<file path="config.mk">
export PLATFORM = sky130hd
export DESIGN_NAME = catch_score_ctl
export DESIGN_NICKNAME = d
export VERILOG_FILES = /design/src/rtl/catch_score_ctl.sv
export SDC_FILE = /design/constraint.sdc
export NUM_CORES = 1
export LEC_CHECK = 0
export CAP_MARGIN = 5
export CORE_MARGIN = 1.5
export CORE_UTILIZATION = 51
export CTS_BUF_LIST = sky130_fd_sc_hd__clkbuf_8
export DETAILED_ROUTE_END_ITERATION = 12
export PLACE_DENSITY = 0.83
export SLEW_MARGIN = 20
export SYNTH_ARGS = -nofsm -noshare
export SYNTH_HDL_FRONTEND = slang
export SYNTH_SLANG_ARGS = --single-unit
</file>
<file path="constraint.sdc">
create_clock -name clk -period 2.2 [get_ports clk]
set_input_delay 0.33 -clock clk [delete_from_list [all_inputs] [get_ports clk]]
set_output_delay 0.33 -clock clk [all_outputs]
set_load 0.02 [all_outputs]
</file>
<file path="src/rtl/catch_score_ctl.sv">
// catch_score_ctl: per-frame catch/miss judge for the falling-bag game.
// Samples the player and bag positions on the vblnk rising edge. Keeps a
// saturating 4-digit BCD score and a lives counter, asks bag_ctl to respawn
// the bag, and flags game over.
module catch_score_ctl #(
    parameter int PLAYER_W   = 128,
    parameter int BAG_W      = 64,
    parameter int BAG_H      = 32,
    parameter int FLOOR_Y    = 600,
    parameter int RESPAWN_Y  = 64,
    parameter int LIVES_INIT = 3
) (
    input  logic        clk,
    input  logic        rst,
    input  logic        vblnk,
    input  logic        start,
    input  logic [11:0] player_xpos,
    input  logic [11:0] player_ypos,
    input  logic [11:0] bag_xpos,
    input  logic [11:0] bag_ypos,
    output logic [15:0] score_bcd,
    output logic [1:0]  lives,
    output logic        catch_pulse,
    output logic        miss_pulse,
    output logic        respawn_req,
    output logic        game_over
);

    localparam logic [1:0] ST_PLAY         = 2'd0;
    localparam logic [1:0] ST_WAIT_RESPAWN = 2'd1;
    localparam logic [1:0] ST_GAME_OVER    = 2'd2;

    logic [1:0]  state;
    logic        vblnk_q;
    logic        vblnk_armed;
    logic        start_q;
    logic        tick;
    logic        start_rise;
    logic [12:0] px, py, bx, by;
    logic        hit_x, hit_y, catch_hit, miss_hit, respawned;

    // Saturating BCD +1: ripple carry through the digits, 9999 holds.
    function automatic logic [15:0] bcd_inc(input logic [15:0] v);
        logic [15:0] r;
        logic        carry;
        r     = v;
        carry = 1'b1;
        if (v == 16'h9999) return v;
        for (int i = 0; i < 4; i++) begin
            if (carry) begin
                if (r[i*4 +: 4] == 4'd9) begin
                    r[i*4 +: 4] = 4'd0;
                end else begin
                    r[i*4 +: 4] = r[i*4 +: 4] + 4'd1;
                    carry       = 1'b0;
                end
            end
        end
        return r;
    endfunction

    // Edge detectors for vblnk (frame tick) and start (restart request).
    // vblnk_armed stays low after reset until vblnk has been seen low, so a
    // vblnk that is already high when reset drops does not count as a tick.
    always_ff @(posedge clk or posedge rst) begin
        // NOTE: sequential state uses non-blocking assignments only, so every
        // register samples pre-edge values regardless of statement order.
        if (rst) begin
            vblnk_q     <= 1'b0;
            vblnk_armed <= 1'b0;
            start_q     <= 1'b0;
        end else begin
            vblnk_q <= vblnk;
            start_q <= start;
            if (!vblnk) vblnk_armed <= 1'b1;
        end
    end

    assign tick       = vblnk & ~vblnk_q & vblnk_armed;
    assign start_rise = start & ~start_q;

    // Overlap tests in 13 bits so x+W and y+H cannot wrap.
    assign px = {1'b0, player_xpos};
    assign py = {1'b0, player_ypos};
    assign bx = {1'b0, bag_xpos};
    assign by = {1'b0, bag_ypos};

    assign hit_x     = (bx + 13'(BAG_W) > px) && (bx < px + 13'(PLAYER_W));
    assign hit_y     = (by + 13'(BAG_H) >= py) && (by < py);
    assign catch_hit = hit_x && hit_y;
    assign miss_hit  = by >= 13'(FLOOR_Y);
    assign respawned = by < 13'(RESPAWN_Y);

    // Game FSM with registered score, lives, pulses and status flags.
    always_ff @(posedge clk or posedge rst) begin
        if (rst) begin
            state       <= ST_PLAY;
            score_bcd   <= 16'h0000;
            lives       <= 2'(LIVES_INIT);
            catch_pulse <= 1'b0;
            miss_pulse  <= 1'b0;
            respawn_req <= 1'b0;
            game_over   <= 1'b0;
        end else begin
            catch_pulse <= 1'b0;
            miss_pulse  <= 1'b0;
            case (state)
                ST_PLAY: begin
                    if (tick) begin
                        if (catch_hit) begin
                            // A catch wins over a simultaneous floor hit.
                            score_bcd   <= bcd_inc(score_bcd);
                            catch_pulse <= 1'b1;
                            respawn_req <= 1'b1;
                            state       <= ST_WAIT_RESPAWN;
                        end else if (miss_hit) begin
                            miss_pulse  <= 1'b1;
                            respawn_req <= 1'b1;
                            if (lives == 2'd1) begin
                                lives     <= 2'd0;
                                game_over <= 1'b1;
                                state     <= ST_GAME_OVER;
                            end else begin
                                lives <= lives - 2'd1;
                                state <= ST_WAIT_RESPAWN;
                            end
                        end
                    end
                end
                ST_WAIT_RESPAWN: begin
                    // Detection stays off until bag_ctl has moved the bag up top.
                    if (tick && respawned) begin
                        respawn_req <= 1'b0;
                        state       <= ST_PLAY;
                    end
                end
                ST_GAME_OVER: begin
                    // Bag stays parked (respawn_req held) until the player restarts.
                    if (start_rise) begin
                        score_bcd <= 16'h0000;
                        lives     <= 2'(LIVES_INIT);
                        game_over <= 1'b0;
                        state     <= ST_WAIT_RESPAWN;
                    end
                end
                default: state <= ST_PLAY;
            endcase
        end
    end

endmodule

</file>
==> reports/qor.csv, run 1 <==
stage,metric,value,unit
synth,synth_area,0.00278,sq mm
floorplanning,io_pins,74,
cts,cts_inserted_buffers,3,
timing,grt_setup_unrepaired,yes,
timing,slew_headroom,50.4,%
critical_path,path_cells,clkdlybuf4s50_1 -> inv_1 -> ha_1 -> a211oi_4 -> o221ai_2 -> a2111oi_4 -> nand4_4 -> buf_6 -> o21a_4 -> o41ai_4,
detailed_routing,viasPerCell,6.76,
synth,yosysTopAreaCellShare,22.5,%
synth,syn_inst,324,
critical_path,cpMaxStageDelayCell,clkdlybuf4s50_1,
critical_path,r2r_end,score_bcd[13],
cts,cts_max_level,1,
timing,setup_viol,24,
critical_path,crit_arrival,2.93,ns
cells_and_area,syn_to_final_growth,64.9,%
synth,async_reset_ff_share,100,%
global_route,track_usage,34.8,%
power,switching_power,856,uW
critical_path,rr_worst_depth,8,
detailed_routing,firstDrtPassIters,6,
synth,ys_seq_area_share,24.4,%
placed_design,io_buffers,73,
synth,synth_area_leaders,"dfrtp_1 23%, ha_1 22%, inv_1 5.8%, nand3_1 4.3%, a21oi_1 3.2%",
critical_path,worst-r2r-setup-slack,-0.19,ns
detailed_routing,routedLengthMet1,4090,um
synth,synth.distinct_cells,56,
detailed_routing,met2WireLength,5680,um
power,irDropWorstVdd,0.645,mV
power,switching_share,40.6,%
cts,cts_sinks,27,
detailed_routing,route.detailed.drc,0,
timing,fmax,0.363,GHz
placed_design,dp_hpwl,6140,um
detailed_routing,final_antenna_net_count,0,
global_route,antenna_found_initial,0,
critical_path,worstSetupStartpointType,primary input,
critical_path,cp_slowest_stage_delay,0.50,ns
min_path,holdCritPathClass,primary input to asynchronous set/reset pin,
cts,cts_tree,built,
cts,clk_pin_slew,0.11,ns
outcome,status,"complete, but fails checks",
timing,timing.final.ws_setup,-0.558,ns
synth,ys_seq_elements,27,
timing,final.setup.tns,-9.41,ns
detailed_routing,num_vias,3629,
critical_path,worst_ep_required_time,2.37,ns
synth,synth-edff-count,0,
floorplanning,die_w,76.8,um
synth,yosys_most_used_dff,dfrtp_1,
power,p_comb_share,55.6,%
outcome,violations,negative setup slack,
critical_path,cp-end-kind,flip-flop,
global_route,grt_start_max_net_pins,28,
placed_design,pre_cts_ws,-1.08,ns
cells_and_area,layout-drive-gt1-share,35.3,%
synth,synth_top_cell_by_area,dfrtp_1,
detailed_routing,dr.first_iter.drc_count,395,
detailed_routing,wl,11900,um
cts,cts_buffer_depth,2,
power,p_leak,2.15,nW
power,pwr-share-clk,14.6,%
global_route,grt_overflow,0,
global_route,grt_pass1_wl,16600,um
timing,finalCriticalPeriod,2.76,ns
detailed_routing,wire_per_inst,22.2,um
timing,worst_pin_slew,0.741,ns
critical_path,setup.worst_path.class,primary input to flip-flop,
timing,timing_hold_violations_final,0,
timing,finClkSkew,0.00696,ns
floorplanning,coreArea,0.00517,sq mm
detailed_routing,wl_met3,1250,um
floorplanning,initial_utilization,53.7,%
floorplanning,die_area,0.00590,sq mm
floorplanning,rows,26,
timing,finalCritPeriodShare,125,%
power,intPower,1.25,mW
critical_path,reg2reg_from,score_bcd[5],
cts,cts-root-buf,clkbuf_8,
power,power,2.11,mW
critical_path,cp_max_fo,6,
cells_and_area,fill_cells,227,
placed_design,gp_congestion,0.876,
flow_run,cap_viol_max_count,0,
cts,clk_latency,0.29,ns
timing,finalMaxSlewViolations,0,
global_route,grt_pass1_vias,3503,
floorplanning,die_y,76.8,um
timing,timing.hold.ws,0.405,ns
detailed_routing,highest_layer,met4,
synth,syn_avg_cell_area,8.58,sq um
synth,synth_nets,425,
power,p_per_area,460,mW/mm^2
synth,synth_warnings,0,
cells_and_area,antenna_cells,0,
cells_and_area,fin_nets,569,
power,seqPwrFrac,29.8,%
cell type report:
type / count / area (sq um) / share of cell area (%)
Timing Repair Buffer: 144 / 1270 / 27.7
Inverter: 43 / 161 / 3.52
Tap cell: 70 / 87.6 / 1.91
Clock inverter: 1 / 5.00 / 0.109
Multi-Input combinational cell: 249 / 2340 / 51.0
Clock buffer: 3 / 41.3 / 0.901
Sequential cell: 27 / 678 / 14.8
cells in the mapped netlist (2+ instances only):
| cell type | number |
|---|---|
| nand3_1 | 24 |
| a41oi_1 | 3 |
| nor2b_1 | 10 |
| nor4_1 | 2 |
| nor3_1 | 8 |
| nand3b_1 | 8 |
| inv_1 | 43 |
| or2_2 | 2 |
| nand2b_1 | 4 |
| nand4b_1 | 2 |
| a211o_1 | 2 |
| nand4_1 | 6 |
| ha_1 | 49 |
| a21oi_1 | 18 |
| nand2_1 | 8 |
| a22o_1 | 3 |
| xor2_1 | 3 |
| dfrtp_1 | 25 |
| o211ai_1 | 8 |
| a211oi_1 | 4 |
| dfstp_2 | 2 |
| nor2_1 | 14 |
| clkbuf_1 | 3 |
| and3_1 | 10 |
| o311a_1 | 3 |
| nor3b_1 | 2 |
| o21ai_0 | 12 |
| a31oi_1 | 10 |
| xnor2_1 | 9 |
sequential cells by signal (all words and copies together), names as in the netlist:
| register | flops |
|---|---|
| vblnk_q | 1 |
| start_q | 1 |
| score_bcd | 16 |
| state | 2 |
| vblnk_armed | 1 |
| miss_pulse | 1 |
| game_over | 1 |
| respawn_req | 1 |
| catch_pulse | 1 |
| lives | 2 |
worst max-delay path, delay by kind of cell:
kind,cells,cell delay [ns]
simple gates,1,0.16
buf+inv,3,0.77
fa+ha+maj,1,0.26
compound gates,5,1.40
per-stage QoR:
step	utilization (%)	cell area, sq um	cells
after floorplan	-	2840	324
after global placement	78.3	4050	518
after detailed placement	78.3	4050	518
after CTS	85.2	4410	531
after global routing	88.6	4580	537
final	88.6	4580	537
power groups by stage:
stage	clock, mW	combinational (mW)	sequential (mW)
final	0.308	1.17	0.629
after global routing	0.319	1.23	0.638
after CTS	0.294	1.02	0.623
after detailed placement	0	0.922	0.632
after global placement	0	0.883	0.631
after floorplan	0	0.451	0.690
layout by cell type, fill, tap and decap left out, drive strengths merged, types with 12 or more instances in the layout:
master / netlist / routed
a21oi: 18 / 18
and3: 12 / 12
buf: 3 / 77
clkdlybuf4s50: 0 / 44
dfrtp: 25 / 25
dlygate4sd2: 0 / 16
ha: 49 / 49
inv: 43 / 43
nand3: 24 / 24
nor2: 14 / 14
o21ai: 13 / 13
how the worst max path moves through the flow:
stage	slack [ns]	cells past startpoint	startpoint	to
after floorplan	-0.36	11	player_xpos[9]	score_bcd[0]
after global placement	-0.99	12	player_xpos[7]	score_bcd[7]
after detailed placement	-1.08	12	player_xpos[7]	score_bcd[7]
after CTS	-0.30	12	player_xpos[8]	score_bcd[0]
after global routing	-0.59	10	player_ypos[10]	score_bcd[5]
final	-0.56	10	player_ypos[10]	score_bcd[5]
routing by layer:
metal | vias to the layer above | track usage [%]
met5 | - | 0
met4 | 0 | 17.8
met3 | 125 | 5.95
met2 | 341 | 63.0
met1 | 1677 | 38.8
li1 | 1486 | -
cell families after synthesis:
kind of cell | synth area share, %
buffers and inverters | 7.07
XOR/XNOR | 3.78
AND/OR/NAND/NOR | 22.9
adder cells (fa/ha/maj) | 22.1
AO/OA/AOI/OAI | 19.4
multiplexers | 0.405
flip-flops | 24.4
what timing repair did:
item,in CTS,in global routing
pin swaps,41,29
cloned,2,1
hold buffers,0,0
buffers inserted,8,5
gates resized for setup,120,33
setup endpoints to repair,24,24
No activity file was read; power rests on OpenSTA's default activity.
==> run 2: changes to the inputs <==
CORE_UTILIZATION = 45   (was 51)
PLACE_DENSITY = 0.75   (was 0.83)
==> run 2 against run 1 <==
Against the previous run:
- the run still ends with negative setup slack left
- combinational power decreased by 10%
- utilization decreased by 13 points
- worst hold slack better by 0.015 ns
- largest cell class unchanged
- setup slack better by 0.27 ns
- sequential power is 0.8% higher
==> reports/qor.csv, run 2 (synthesis results as in run 1) <==
stage,metric,value,unit,change
floorplanning,die_area,0.00666,sq mm,was 0.00590 sq mm
cts,clk_pin_slew,0.10,ns,was 0.11 ns
timing,finClkSkew,0.00777,ns,was 0.00696 ns
detailed_routing,route.detailed.drc,0,,unchanged
cells_and_area,regMostFlops,score_bcd,,unchanged
global_route,antenna_found_initial,0,,unchanged
detailed_routing,met2WireLength,4210,um,was 5680 um
timing,worst_pin_slew,0.515,ns,was 0.741 ns
timing,slew_headroom,65.5,%,was 50.4%
cells_and_area,top_regs,"score_bcd (16), lives (2), state (2)",,unchanged
cts,cts_sinks,27,,unchanged
outcome,status,"complete, but fails checks",,unchanged
floorplanning,die_w,81.6,um,was 76.8 um
critical_path,worstSetupStartpointType,primary input,,unchanged
global_route,track_usage,24.0,%,was 34.8%
detailed_routing,wl_met3,327,um,was 1250 um
global_route,grt_overflow,0,,unchanged
detailed_routing,routedLengthMet1,3450,um,was 4090 um
flow_run,cap_viol_max_count,0,,unchanged
detailed_routing,wire_per_inst,15.1,um,was 22.2 um
floorplanning,io_pins,74,,unchanged
cts,cts-root-buf,clkbuf_8,,unchanged
timing,timing.final.ws_setup,-0.286,ns,was -0.558 ns
cells_and_area,fill_cells,431,,was 227
critical_path,cp-end-kind,flip-flop,,unchanged
placed_design,dp_hpwl,5810,um,was 6140 um
global_route,grt_pass1_vias,2929,,was 3503
detailed_routing,viasPerCell,5.62,,was 6.76
cells_and_area,largest_register_ffs,16,,unchanged
cells_and_area,mostFrequentLayoutCells,"60 x buf_4, 45 x clkdlybuf4s50_1, 39 x inv_1",,"was 63 x buf_4, 44 x clkdlybuf4s50_1, 38 x ha_1"
timing,finalMaxSlewViolations,0,,unchanged
detailed_routing,num_vias,3019,,was 3629
placed_design,io_buffers,73,,unchanged
power,irDropWorstVdd,0.465,mV,was 0.645 mV
cts,cts_buffer_depth,2,,unchanged
cts,cts_tree,built,,unchanged
timing,setup_viol,23,,was 24
detailed_routing,wl,8080,um,was 11900 um
cts,cts_max_level,1,,unchanged
cells_and_area,antenna_cells,0,,unchanged
timing,finalCritPeriodShare,113,%,was 125%
global_route,grt_start_max_net_pins,28,,unchanged
cts,cts_hold_buffers,0,,unchanged
detailed_routing,dr.first_iter.drc_count,126,,was 395
floorplanning,coreArea,0.00596,sq mm,was 0.00517 sq mm
cells_and_area,fin_nets,564,,was 569
floorplanning,rows,28,,was 26
outcome,violations,negative setup slack,,unchanged
global_route,grt_pass1_wl,12700,um,was 16600 um
critical_path,setup.worst_path.class,primary input to flip-flop,,unchanged
cells_and_area,layout-drive-gt1-share,31.4,%,was 35.3%
cts,cts_inserted_buffers,3,,unchanged
cts,clk_latency,0.28,ns,was 0.29 ns
power,p_leak,2.09,nW,was 2.15 nW
cells_and_area,syn_to_final_growth,61.0,%,was 64.9%
critical_path,cp_max_fo,10,,was 6
timing,final.setup.tns,-4.82,ns,was -9.41 ns
timing,timing_hold_violations_final,0,,unchanged
critical_path,crit_arrival,2.70,ns,was 2.93 ns
timing,grt_setup_unrepaired,yes,,unchanged
floorplanning,die_y,81.6,um,was 76.8 um
cells_and_area,fin_util,75.2,%,was 88.6%
detailed_routing,final_antenna_net_count,0,,unchanged
cells_and_area,final_common_cell,buf_4,,unchanged
min_path,holdCritPathClass,primary input to asynchronous set/reset pin,,unchanged
placed_design,gp_congestion,0.875,,was 0.876
floorplanning,initial_utilization,46.7,%,was 53.7%
timing,finalCriticalPeriod,2.49,ns,was 2.76 ns
detailed_routing,highest_layer,met4,,unchanged
detailed_routing,firstDrtPassIters,6,,unchanged
power,p_per_area,440,mW/mm^2,was 460 mW/mm^2
critical_path,worst_ep_required_time,2.41,ns,was 2.37 ns
timing,fmax,0.402,GHz,was 0.363 GHz
[run 2: changes by cell type in the layout (fill, tap and decap cells not counted), sizes merged]
cell | before | now
clkdlybuf4s50 | 44 | 45
clkinv | 1 | 0
buf | 77 | 74
clkbuf | 6 | 4
dlymetal6s2s | 0 | 3
dlygate4sd2 | 16 | 12
inv | 43 | 44
[run 2: critical path, stage by stage]
cell and delay (ns):
buf_8 0.10, ha_4 0.15, and3_4 0.15, xor2_1 0.16
ha_1 0.30, nand3_2 0.09, nor3_2 0.06, and3_4 0.15
a2111oi_4 0.35, nand4_4 0.16, o21ai_1 0.27, buf_4 0.23
a41o_1 0.19
[run 2: layout make-up]
cell class,instances,area [sq um],share of cell area (%)
Multi-Input combinational cell,249,2270,50.7
Timing Repair Buffer,139,1230,27.5
Sequential cell,27,678,15.1
Inverter,43,161,3.61
Tap cell,75,93.8,2.10
Clock buffer,3,41.3,0.922
Clock inverter,1,3.75,0.0838
[run 2: through the flow]
step,std cells,power (mW),hold slack [ns],setup slack (ns),instance area [sq um]
2_1_floorplan,324,1.14,0.361,-0.362,2840
3_3_place_gp,521,1.52,0.450,-1.02,4040
4_1_cts,534,1.92,0.432,-0.321,4350
3_5_place_dp,521,1.55,0.454,-1.06,4040
6_report,537,1.97,0.420,-0.286,4480
5_1_grt,537,2.11,0.448,-0.358,4480
[run 2: final timing paths]
check                        startpoint            end  cells past startpoint  slack (ns)
min                                 rst   score_bcd[8]                      3        0.42
max                         bag_xpos[6]  score_bcd[13]                     13       -0.29
min in group clk            vblnk_armed    vblnk_armed                      1        0.49
max in group asynchronous           rst       lives[0]                      3        1.47
max reg2reg                score_bcd[9]  score_bcd[13]                      8           0
min reg2reg                 vblnk_armed    vblnk_armed                      1        0.49
[run 2: power by group]
part | total (mW) | switching, mW | internal [mW]
logic | 1.05 | 0.507 | 0.544
clock network | 0.286 | 0.160 | 0.126
registers | 0.634 | 0.0644 | 0.569
[run 2: metal layers]
metal | track usage, % | up-vias
met5 | 0 | -
met2 | 45.1 | 82
met3 | 2.89 | 16
li1 | - | 1473
met1 | 29.5 | 1448
met4 | 3.90 | 0
[run 2: repair_timing]
| item | 4_1_cts | 5_1_grt |
|---|---|---|
| endpoints found under the setup margin | 24 | 24 |
| cloned | 0 | 1 |
| resized for setup | 103 | 28 |
| pin swaps | 36 | 12 |
| setup buffers | 10 | 2 |
==> run 3: changes to the inputs <==
HOLD_SLACK_MARGIN = 0.08   (was not set)
==> results of run 3 <==
Same layout as run 2: the final DEF is identical, and so are final timing and power.
